==> src/rtl/multicycle_control.sv <==
// Multi-cycle control sequencer for the MIPS subset datapath (lw, sw, beq, addi, R-type, j).
// Walks each instruction through fetch/decode/execute/memory/writeback, one datapath step
// per cycle, stalling on the memory ready handshake.
// Optional feature: define MULTICYCLE_JUMP_EN to implement the j instruction (JUMP state).
module multicycle_control (
  input  logic       clk,
  input  logic       rst,
  input  logic [5:0] instr_op,
  input  logic       mem_ready,
  output logic       pc_write,
  output logic       pc_write_cond,
  output logic       iord,
  output logic       mem_read,
  output logic       mem_write,
  output logic       ir_write,
  output logic       mem_to_reg,
  output logic       reg_dst,
  output logic       reg_write,
  output logic       alu_src_a,
  output logic [1:0] alu_src_b,
  output logic [1:0] alu_op,
  output logic [1:0] pc_source,
  output logic       instr_retired,
  output logic       illegal_op,
  output logic [3:0] state
);

  localparam logic [5:0] OpRtype = 6'b000000;
  localparam logic [5:0] OpLw    = 6'b100011;
  localparam logic [5:0] OpSw    = 6'b101011;
  localparam logic [5:0] OpBeq   = 6'b000100;
  localparam logic [5:0] OpAddi  = 6'b001000;
  localparam logic [5:0] OpJ     = 6'b000010;

  typedef enum logic [3:0] {
    StFetch   = 4'd0,
    StDecode  = 4'd1,
    StMemAddr = 4'd2,
    StMemRd   = 4'd3,
    StMemWb   = 4'd4,
    StMemWr   = 4'd5,
    StExec    = 4'd6,
    StRWb     = 4'd7,
    StBranch  = 4'd8,
    StAddiEx  = 4'd9,
    StAddiWb  = 4'd10,
    StJump    = 4'd11
  } state_e;

  state_e state_q, state_d;

  // State register; reset abandons any in-flight instruction.
  always_ff @(posedge clk) begin
    if (rst) begin
      state_q <= StFetch;
    end else begin
      state_q <= state_d;
    end
  end

  // Next-state and output decode; everything is held at 0 while rst is high.
  always_comb begin
    state_d       = state_q;
    pc_write      = 1'b0;
    pc_write_cond = 1'b0;
    iord          = 1'b0;
    mem_read      = 1'b0;
    mem_write     = 1'b0;
    ir_write      = 1'b0;
    mem_to_reg    = 1'b0;
    reg_dst       = 1'b0;
    reg_write     = 1'b0;
    alu_src_a     = 1'b0;
    alu_src_b     = 2'b00;
    alu_op        = 2'b00;
    pc_source     = 2'b00;
    instr_retired = 1'b0;
    illegal_op    = 1'b0;
    state         = 4'd0;
    if (!rst) begin
      state = state_q;
      unique case (state_q)
        StFetch: begin
          mem_read  = 1'b1;
          alu_src_b = 2'b01;
          ir_write  = mem_ready;
          pc_write  = mem_ready;
          if (mem_ready) state_d = StDecode;
        end
        StDecode: begin
          // Precompute the branch target into ALUOut.
          alu_src_b = 2'b11;
          case (instr_op)
            OpRtype:    state_d = StExec;
            OpLw, OpSw: state_d = StMemAddr;
            OpBeq:      state_d = StBranch;
            OpAddi:     state_d = StAddiEx;
`ifdef MULTICYCLE_JUMP_EN
            OpJ:        state_d = StJump;
`endif
            default: begin
              illegal_op = 1'b1;
              state_d    = StFetch;
            end
          endcase
        end
        StMemAddr: begin
          alu_src_a = 1'b1;
          alu_src_b = 2'b10;
          if (instr_op == OpLw)      state_d = StMemRd;
          else if (instr_op == OpSw) state_d = StMemWr;
          else                       state_d = StFetch;
        end
        StMemRd: begin
          mem_read = 1'b1;
          iord     = 1'b1;
          if (mem_ready) state_d = StMemWb;
        end
        StMemWb: begin
          reg_write     = 1'b1;
          mem_to_reg    = 1'b1;
          instr_retired = 1'b1;
          state_d       = StFetch;
        end
        StMemWr: begin
          mem_write     = 1'b1;
          iord          = 1'b1;
          instr_retired = mem_ready;
          if (mem_ready) state_d = StFetch;
        end
        StExec: begin
          alu_src_a = 1'b1;
          alu_op    = 2'b10;
          state_d   = StRWb;
        end
        StRWb: begin
          reg_write     = 1'b1;
          reg_dst       = 1'b1;
          instr_retired = 1'b1;
          state_d       = StFetch;
        end
        StBranch: begin
          alu_src_a     = 1'b1;
          alu_op        = 2'b01;
          pc_write_cond = 1'b1;
          pc_source     = 2'b01;
          instr_retired = 1'b1;
          state_d       = StFetch;
        end
        StAddiEx: begin
          alu_src_a = 1'b1;
          alu_src_b = 2'b10;
          state_d   = StAddiWb;
        end
        StAddiWb: begin
          reg_write     = 1'b1;
          instr_retired = 1'b1;
          state_d       = StFetch;
        end
`ifdef MULTICYCLE_JUMP_EN
        StJump: begin
          pc_write      = 1'b1;
          pc_source     = 2'b10;
          instr_retired = 1'b1;
          state_d       = StFetch;
        end
`endif
        // Unused codes recover to FETCH with all outputs low.
        default: state_d = StFetch;
      endcase
    end
  end

endmodule

==> config.mk <==
export PLATFORM = sky130hd
export DESIGN_NAME = multicycle_control
export DESIGN_NICKNAME = d
export VERILOG_FILES = /design/src/rtl/multicycle_control.sv
export SDC_FILE = /design/constraint.sdc
export NUM_CORES = 1
export LEC_CHECK = 0
export CAP_MARGIN = 10
export CORE_MARGIN = 2
export CORE_UTILIZATION = 35
export CTS_CLUSTER_DIAMETER = 80
export CTS_CLUSTER_SIZE = 8
export DETAILED_ROUTE_END_ITERATION = 8
export PLACE_DENSITY_LB_ADDON = 0.15
export REMOVE_ABC_BUFFERS = 1
export SLEW_MARGIN = 15
export SYNTH_ARGS = -nofsm -noshare
export SYNTH_HDL_FRONTEND = slang
export SYNTH_SLANG_ARGS = --single-unit
==> constraint.sdc <==
create_clock -name clk -period 3.05 [get_ports clk]
set_clock_uncertainty 0.05 [all_clocks]
set_input_delay 0.61 -clock clk [delete_from_list [all_inputs] [get_ports clk]]
set_output_delay 0.61 -clock clk [all_outputs]
set_load 0.02 [all_outputs]
## Word level (Yosys, flattened, before mapping)

Cells that the tools add are included.

| operators by class | value |
|---|---|
| equal/unequal tests | 17 |
| multiplexer cells | 37 |
| reduce and logical (&&, ||, !) cells | 11 |

Operator list:

| cell | count |
|---|---|
| 4-bit one-hot mux with 7 select lines | 1 |
| 1-bit two-way mux | 24 |
| 4-bit by 3-bit equality test with 1-bit output (second input constant) | 4 |
| 4-bit two-way mux | 4 |
| 4-bit one-hot mux with 4 select lines | 1 |
| 4-bit equality test (second input constant) | 3 |
| 6-bit equality test (second input constant) | 2 |
| 4-bit by 2-bit equality test with 1-bit output (second input constant) | 2 |
| 2-bit OR reduction | 4 |
| 4-bit OR reduction | 2 |
| 6-bit by 3-bit equality test with 1-bit output (second input constant) | 1 |
| 6-bit by 4-bit equality test with 1-bit output (second input constant) | 1 |
| 6-bit zero test | 1 |
| 3-bit two-way mux | 2 |
| 2-bit != test (second input constant) | 3 |
| 2-bit one-hot mux with 3 select lines | 1 |
| 5-bit OR reduction | 1 |
| 4-bit by 1-bit equality test with 1-bit output (second input constant) | 1 |
| 4-bit zero test | 1 |
| 2-bit two-way mux | 2 |
| 2-bit one-hot mux with 2 select lines | 1 |
| 3-bit AND reduction | 1 |
| 3-bit OR reduction | 1 |
| 1-bit one-hot mux with 2 select lines | 1 |

| storage, ports and cells | value |
|---|---|
| bits of input ports | 9 |
| register bits | 4 |
| output and inout bits | 22 |

## Longest topological paths before layout

| logic depth | value |
|---|---|
| depth after elaboration | 5 |
| depth in mapped cells | 5 |
| gate-level depth less buffers | 4 |

## Worst setup path after synthesis

Ideal clock, no wire load.

| timing path | value |
|---|---|
| path type | input port to output port |
| start | input rst |
| end | output illegal_op |
| data arrival time | 1.662 ns |
| path buffers | 1 |
| data required time | 2.390 ns |
| setup slack | 0.728 ns |
| stages on the path | 3 |
| cell sequence | buf_1 -> nor2_1 -> nor4bb_1 |

| between the ends | value |
|---|---|
| longest elaborated chain between the ends | 1 |

RTL lines:

| what | RTL line | text |
|---|---|---|
| start: declaration | 7 | `input logic rst,` |
| 1-bit two-way mux | 80 | `if (!rst) begin` |
| end: declaration | 24 | `output logic illegal_op,` |

Every way passes these cells.

## Final worst setup path

| timing path | value |
|---|---|
| start | input rst |
| end | output iord |

| between the ends | value |
|---|---|
| longest elaborated chain between the ends | 1 |

RTL lines:

| what | RTL line | text |
|---|---|---|
| 1-bit two-way mux | 80 |  |
| end: declaration | 12 | `output logic iord,` |

Every way passes these cells.

==> flow_summary.yaml <==
timing:
  finalHoldViolations: 0
  timing.final.setup_violations: 0
  fmax_mhz: 339.4
  timing.setup.tns_ns: 0
  finalHoldWorstSlack_ns: 0.6327
  timing.max_slew.rel_slack: 0.6378
  count_of_pins_over_their_slew_limit: 0
  worst_slew_pin_tran_ns: 0.5426
  period_minus_slack_ns: 2.947
  grt_setup_unrepaired: "false"
  min_period_over_period: 0.9661
global_route:
  grt-ovfl-total: 0
  first_global_vias: 679
  gr-usage-all-layers: 0.1949
  grt_first_pass_wirelength_um: 3056
  grt_start_max_net_pins: 18
  grt_antenna_before_repair: 0
detailed_routing:
  routed_wl_um: 1902
  top_layer: "met4"
  dr_total_vias: 835
  dr.first_iter.drc_count: 19
  first_pass_iters: 4
  post_drt_via_cell_ratio: 5.530
  route.met3.wl_um: 104
  m1WireLength_um: 805
  route.detailed.drc: 0
  wire_length_on_met2_um: 976
  avgRoutedWirePerCell_um: 12.60
  ant_nets: 0
critical_path:
  path_cells: "clkdlybuf4s50_1 -> buf_4 -> nor2b_1 -> and3_1 -> clkdlybuf4s50_1"
  worst_ep_arrival_time_ns: 2.29
  crit_path_max_delay_family: "buffers and inverters"
  critical_path_peak_fanout: 6
  slowest_stage_delay_on_critical_path_ns: 0.61
  path_class: "primary input to output port"
  setup.worst_path.start: "rst"
  slowest_cell_on_the_critical_path: "clkdlybuf4s50_1"
  endpoint_kind: "output port"
  cp-start-kind: "primary input"
  timing.critical_path.mode_cell: "clkdlybuf4s50_1"
  worst-path-buf-inv: 3
  crit-reg2reg-launch: "state_q[1]"
  worst_ep_required_time_ns: 2.39
floorplanning:
  height_of_the_die_um: 46.20
  die_w_um: 46.20
  area_of_the_die_um2: 2134
  rows: 15
  core-area_um2: 1708
  ios: 31
  initial_core_util: 0.3648
power:
  pwr_density_cell_nw_per_um2: 272.4
  worst_ir_drop_vdd_uv: 232.2
  p_leak_nw: 0.4417
clock_network:
  clock_sinks: 4
  clock_tree.htree_level_count: 1
  clkLatencyLatePin_ns: 0.24
  cts.path.max_buffers: 2
  ctsRootBufferMaster: "clkbuf_4"
  cts_hold_buf: 0
  path_clk_slew_ns: 0.04
  tritoncts_clock_tree: "done"
  tritoncts.num_buffers: 3
worst_hold_path:
  hold_path.startpoint: "state_q[0]"
  hold_path_class: "flop to flop"
final_layout:
  synthToLayoutAreaGrowth_pct: 61.24
  antenna_cells: 0
  combined_area_of_the_multi_input_logic_cells_um2: 481.7
  post-route-cell-area_um2: 1005
  area.sequential_um2: 80.08
  largest_register_ff_count: 4
  finalNonFillerCells: 151
  top_regs: "state_q (4)"
  final_nets: 137
  layout-drive-gt1-share: 0.1587
  top_register: "state_q"
  fillerInstances: 151
synth:
  ys.warnings.count: 0
  syn-instance-count: 94
  synth.top_cells.by_area: "dfxtp_1 (13%), and3_1 (6.0%), nor2_1 (6.0%)"
  post_synth_most_frequent_cells: "nor2_1 (10), and3_1 (6), o21ai_0 (6)"
  fraction_of_registers_with_async_set_or_reset_after_synthesis: 0
  avgSynthCellArea_um2: 6.629
  synth_edf_count: 0
  netlist.top_cell.by_area: "dfxtp_1"
  synth_seq_area_share: 0.1285
  synth_area_um2: 623.1
  synth.distinct_cells: 37
  yosysTopAreaCellShare: 0.1285
  ys.flop_type: "dfxtp_1"
  synth.ff_latch_count: 4
  synth_most_common_cell: "nor2_1"
placed_design:
  io_buffers: 29
  place_inst: 148
  placedInstanceArea_um2: 967.2
  dp_hpwl_um: 1481
  routability_congestion_estimate_from_global_placement: 0.8037
outcome:
  run_status: "complete, no violations"
job:
  drv.max_cap_violation_count: 0
## worst min-delay path, cell delays in order (launching register included)
cell	delay, ns
dfxtp_1	0.36
nand2b_1	0.19
nor4_1	0.08
## metrics by stage
stage / worst slack, ns / utilization / power, mW
2_1_floorplan: 0.7456 / - / 0.1399
3_3_place_gp: 0.01493 / 0.5663 / 0.2058
3_5_place_dp: 0.02292 / 0.5663 / 0.2061
4_1_cts: 0.02275 / 0.5795 / 0.2755
5_1_grt: 0.01501 / 0.5883 / 0.2972
6_report: 0.1033 / 0.5883 / 0.2736
## report_power, final
group	internal (mW)	switching, mW
clock	0.0441	0.0227
sequential	0.0564	0.00886
combinational	0.0684	0.0731
total	0.169	0.105
## metal layers
| metal | vias to the layer above | GRT usage |
|---|---|---|
| li1 | 403 | - |
| met1 | 394 | 0.2523 |
| met2 | 36 | 0.3167 |
| met3 | 2 | 0.06275 |
| met4 | 0 | 0.03429 |
| met5 | - | 0 |
## cell families (layout without fill, tap and decap cells)
group,count (synthesis),in the layout,synth area share
and+or+nand+nor,48,48,0.4478
AOI/OAI and AO/OA,24,24,0.2751
buffers and inverters,15,47,0.1144
DFF,4,4,0.1285
xor gates and xnor gates,2,2,0.02812
other,1,1,0.006018
## layout by cell type, fill, tap and decap left out, types with 3 or more instances in the layout
master and instances:
nor2b_1 5, nor2_1 10, and3_1 6, a21oi_1 5
o21ai_0 6, dfxtp_1 4, or3_1 3, clkbuf_4 3
buf_4 10, nand2b_1 3, clkdlybuf4s50_1 27, nand2_1 4
inv_1 5
## worst paths after layout
| kind | endpoint | slack (ns) | cells past startpoint |
|---|---|---|---|
| worst min-delay path | state_q[3] | 0.63 | 2 |
| worst max-delay path | iord | 0.10 | 5 |
| worst max register to register | state_q[0] | 1.31 | 5 |
| worst min register to register | state_q[3] | 0.63 | 2 |
## area by class of cell
type | instances | share of cell area
Multi-Input combinational cell | 75 | 0.4795
Timing Repair Buffer | 39 | 0.3686
Sequential cell | 4 | 0.07970
Tap cell | 25 | 0.03113
Clock buffer | 3 | 0.02242
Inverter | 5 | 0.01868
## what timing repair did
action                     in CTS  in global routing
gates resized for setup         0                  4
setup buffers                   0                  0
setup endpoints to repair       0                  2
No activity file was read; power rests on OpenSTA's default activity.
